### src/rtl/coax_tx_feeder.sv
// Drains 10-bit words from the coax buffer FIFO into the transmitter, one frame per start.
// Covers the FIFO read latency, transmitter back-pressure, frame limit and line-idle wait.
module coax_tx_feeder #(
    parameter int MAX_WORDS   = 1024,
    parameter int COUNT_WIDTH = 16
) (
    input  logic                   clk,
    input  logic                   reset_n,
    input  logic                   start,
    input  logic                   abort,
    output logic                   busy,
    output logic                   done,
    output logic [COUNT_WIDTH-1:0] word_count,
    input  logic [9:0]             buffer_read_data,
    output logic                   buffer_read_strobe,
    input  logic                   buffer_empty,
    output logic [9:0]             tx_data,
    output logic                   tx_strobe,
    input  logic                   tx_ready,
    input  logic                   tx_active
);

    typedef enum logic [2:0] {
        S_IDLE,
        S_FETCH,
        S_LOAD,
        S_SEND,
        S_DRAIN
    } state_t;

    localparam logic [COUNT_WIDTH-1:0] CNT_MAX = '1;
    localparam logic [COUNT_WIDTH-1:0] LIMIT   = COUNT_WIDTH'(MAX_WORDS);

    state_t                   r_state;
    state_t                   w_next;
    logic [9:0]               r_tx_data;
    logic [COUNT_WIDTH-1:0]   r_count;
    logic [COUNT_WIDTH-1:0]   w_count_inc;
    logic [1:0]               r_guard;
    logic                     r_done;
    logic                     w_strobe;
    logic                     w_done_set;
    logic                     w_limit;

    assign w_count_inc = (r_count == CNT_MAX) ? r_count
                                              : r_count + COUNT_WIDTH'(1);
    assign w_limit     = (MAX_WORDS != 0) && (w_count_inc == LIMIT);

    always_ff @(posedge clk or negedge reset_n) begin
        if (!reset_n) begin
            r_state <= S_IDLE;
        end else begin
            r_state <= w_next;
        end
    end

    // Abort wins over every other transition, including a start in IDLE.
    always_comb begin
        w_next     = r_state;
        w_strobe   = 1'b0;
        w_done_set = 1'b0;
        if (abort) begin
            w_next = S_IDLE;
        end else begin
            unique case (r_state)
                S_IDLE: begin
                    if (start && !buffer_empty) begin
                        w_next = S_FETCH;
                    end
                end
                S_FETCH: w_next = S_LOAD;
                S_LOAD:  w_next = S_SEND;
                S_SEND: begin
                    if (tx_ready) begin
                        w_strobe = 1'b1;
                        w_next   = (buffer_empty || w_limit) ? S_DRAIN
                                                             : S_FETCH;
                    end
                end
                S_DRAIN: begin
                    if (r_guard == 2'd2 && !tx_active) begin
                        w_next     = S_IDLE;
                        w_done_set = 1'b1;
                    end
                end
                default: w_next = S_IDLE;
            endcase
        end
    end

    always_ff @(posedge clk or negedge reset_n) begin
        if (!reset_n) begin
            r_tx_data <= '0;
            r_count   <= '0;
            r_guard   <= '0;
            r_done    <= 1'b0;
        end else begin
            r_done <= w_done_set;
            if (r_state == S_IDLE && w_next == S_FETCH) begin
                r_count <= '0;
            end else if (w_strobe) begin
                r_count <= w_count_inc;
            end
            if (r_state == S_LOAD && !abort) begin
                r_tx_data <= buffer_read_data;
            end
            // Fixed guard before the line-idle check is honoured.
            if (r_state != S_DRAIN) begin
                r_guard <= '0;
            end else if (r_guard != 2'd2) begin
                r_guard <= r_guard + 2'd1;
            end
        end
    end

    assign busy               = (r_state != S_IDLE);
    assign done               = r_done;
    assign word_count         = r_count;
    assign buffer_read_strobe = (r_state == S_FETCH) && !abort;
    assign tx_data            = r_tx_data;
    assign tx_strobe          = w_strobe;

endmodule

### config.mk
export PLATFORM = sky130hd
export DESIGN_NAME = coax_tx_feeder
export DESIGN_NICKNAME = d
export VERILOG_FILES = /design/src/rtl/coax_tx_feeder.sv
export SDC_FILE = /design/constraint.sdc
export NUM_CORES = 1
export LEC_CHECK = 0
export ABC_CLOCK_PERIOD_IN_PS = 4400
export BUFFER_PORTS_ARGS = -buffer_cell sky130_fd_sc_hd__buf_2
export CAP_MARGIN = 20
export CORE_AREA = 2 2 75 48
export CTS_BUF_LIST = sky130_fd_sc_hd__clkbuf_8
export DETAILED_ROUTE_END_ITERATION = 6
export DIE_AREA = 0 0 77 50
export GPL_ROUTABILITY_DRIVEN = 1
export PLACE_DENSITY = 0.82
export SYNTH_ARGS = -nofsm -noshare
export SYNTH_HDL_FRONTEND = slang
export SYNTH_SLANG_ARGS = --single-unit
### constraint.sdc
create_clock -name clk -period 4.4 [get_ports clk]
set_clock_uncertainty 0.1 [all_clocks]
set_input_delay 0.22 -clock clk [delete_from_list [all_inputs] [get_ports clk]]
set_output_delay 0.22 -clock clk [all_outputs]
set_load 0.01 [all_outputs]
==> out/results.tsv <==
stage	metric	value	unit
run_status	status	complete, no violations	
clocking	root buf cell	clkbuf_8	
setup_path	Critical Path End	r_state[0]	
timing	final setup vio count	0	
drt	Total Wirelength	4270	um
setup_path	Req. time, crit path	4450	ps
timing	Final Slew Violations	0	
layout	# nets final	252	
grt	initial antenna violation count	0	
layout	area growth from synthesis to final layout	18.1	%
floorplan	core footprint	3160	um2
yosys	Cell Area, Synth	1810	um2
floorplan	# IOs	47	
yosys	asr flop ratio synth	1.00	
yosys	post-synth cell types	46	
flow_run	MaxCap Viol Count	0	
setup_path	FF-to-FF setup slack	1830	ps
clocking	Clock Pin Slew Worst Setup and Hold Paths	70	ps
timing	Slew @ Worst Pin	759	ps
clocking	CTS tree	yes	
yosys	register area share after synthesis	0.442	
power_and_ir_drop	maximum vdd drop	0.356	mV
layout	commonest non-fill, non-tap cell in the layout	buf_2	
clocking	Num CTS Buffers	5	
yosys	FF+latch count, synth	32	
yosys	ys flop type	dfrtp_1	
drt	First DRT Iteration DRCs	159	
setup_path	cell depth of the worst setup path	7	
grt	total grt overflow	0	
setup_path	crit path from	word_count[0]	
clocking	post_cts resized	0	
layout	layout cells sized above 1	0.305	
timing	fmax	0.390	GHz
setup_path	Buf+Inv Stages, Crit Path	0	
setup_path	slowest cell on the critical path	or4_4	
layout	Diodes inserted	0	
timing	worst rel slew slack	0.492	
timing	Tmin final	2570	ps
clocking	worst skew pair latency	280	ps
grt	number of global-route vias before repair	1413	
power_and_ir_drop	PD cells	357	nW/um2
floorplan	Die Area	3850	um2
yosys	Syn Area/Cell	9.54	um2
yosys	Post-synth EDFFs	0	
drt	vias per cell	5.65	
setup_path	crit path kind	flip-flop to flip-flop	
timing	Setup TNS Final	0	ps
setup_path	crit path DAT	2620	ps
yosys	syn_nets	209	
placed_design	RePlAce Congestion	0.919	
clocking	Clock Sinks	32	
setup_path	CP cell instances	ha_1, nand4_1, or4_4, a211oi_1, a31oi_1, o41ai_2, o21ai_0	
drt	via count	1570	
grt	largest net degree at the start of global routing	33	
placed_design	dpl hpwl	3140	um
floorplan	die width	77	um
timing	worst hold slack	49.1	ps
layout	final core occ	0.676	
layout	most frequent cells in the layout	buf_2, dfrtp_1, nor2_1	
timing	Final Hold Fails	0	
placed_design	port buffer count	46	
setup_path	FF-to-FF Start	word_count[0]	
hold_path	Hold Crit Class	primary input to flip-flop	
placed_design	post-place setup slack	1850	ps
setup_path	Critical Path Start Type	flip-flop	
yosys	Syn Inst Count	190	
clocking	Clock H-tree levels	2	
setup_path	Worst R2R Path Depth	7	
grt	Total GRT Usage	0.243	
floorplan	site row count	16	
timing	period utilization	0.583	
setup_path	CP delay by family, top	compound AO/OA/AOI/OAI gates	
setup_path	CP max stage delay	550	ps
power_and_ir_drop	LEAKAGE	0.00101	uW
setup_path	Worst setup EP type	flip-flop	
drt	Routed Antenna Nets	0	
hold_path	Hold Startpoint	abort	
yosys	YS warnings	0	
timing	RSZ-0062 raised after global routing	false	
floorplan	Die Span Y	50	um
power_and_ir_drop	Power Total	763	uW
floorplan	initial core utilization	0.573	
grt	first-pass GRT wire length	7170	um
clocking	clock buffer depth	2	
drt	wire per inst	15.4	um
setup_path	FF-to-FF End	r_state[0]	
drt	TritonRoute pass-1 iters	4	
timing	setup ws final	1830	ps
setup_path	crit-path max FO	6	
drt	DRC Markers	0	
-- where the power goes --
group / total (uW) / switching [uW] / internal, uW
clock network: 243 / 104 / 139
registers: 370 / 28.1 / 342
logic: 151 / 74.1 / 76.6
-- repair_timing --
action,CTS,global route
buffers inserted,0,0
hold buffers,1,0
endpoints found under the hold margin,32,0
-- how the worst min path moves through the flow --
stage	cells past startpoint	end
4_1_cts	2	done
5_1_grt	2	done
6_report	2	done
2_1_floorplan	0	done
3_3_place_gp	1	tx_data[7]
3_5_place_dp	1	tx_data[0]
-- kinds of logic (layout without fill, tap and decap cells) --
family          after synthesis  after routing  synth area share
simple gates                 87             87             0.251
fa+ha+maj                     2              2            0.0138
compound gates               25             25            0.0953
mux                          13             13            0.0794
flops                        32             32             0.442
buf+inv                      16             59            0.0463
xor+xnor                     15             15            0.0725
-- registers in the layout, indices dropped and copies added, names as in the netlist --
signal	flops
done	1
r_guard	2
r_state	3
tx_data	10
word_count	16
-- stage by stage --
| step | area, um2 | instances |
|---|---|---|
| floorplan | 1810 | 190 |
| CTS | 2140 | 278 |
| global placement | 2030 | 270 |
| finish | 2140 | 278 |
| detailed placement | 2030 | 270 |
| global route | 2140 | 278 |
-- cell type report --
type	instances	area, um2
Clock buffer	7	96.3
Fill cell	266	1020
Inverter	5	18.8
Multi-Input combinational cell	142	927
Sequential cell	32	801
Tap cell	45	56.3
Timing Repair Buffer	47	240
-- routing by layer --
layer / up-vias / GRT usage / wire length [um]
li1: 758 / - / -
met1: 746 / 0.351 / 2010
met2: 62 / 0.368 / 1880
met3: 4 / 0.0549 / 328
met4: 0 / 0.0714 / 53
met5: - / 0 / 0
-- synthesized netlist by cell type (3+ instances only) --
master	count	area, um2
inv_1	5	18.8
o21ai_0	3	15.0
clkbuf_2	3	15.0
nand4_1	6	37.5
xnor2_1	7	61.3
a21oi_1	6	30.0
xor2_1	8	70.1
nor4_1	4	25.0
nor2_1	31	116
nor3_1	6	30.0
and4_1	3	26.3
mux2_2	11	124
clkbuf_1	3	11.3
a31oi_1	5	31.3
dfrtp_1	32	801
nand2_1	16	60.1
nand3_1	8	40.0
No activity file was read; power rests on OpenSTA's default activity.
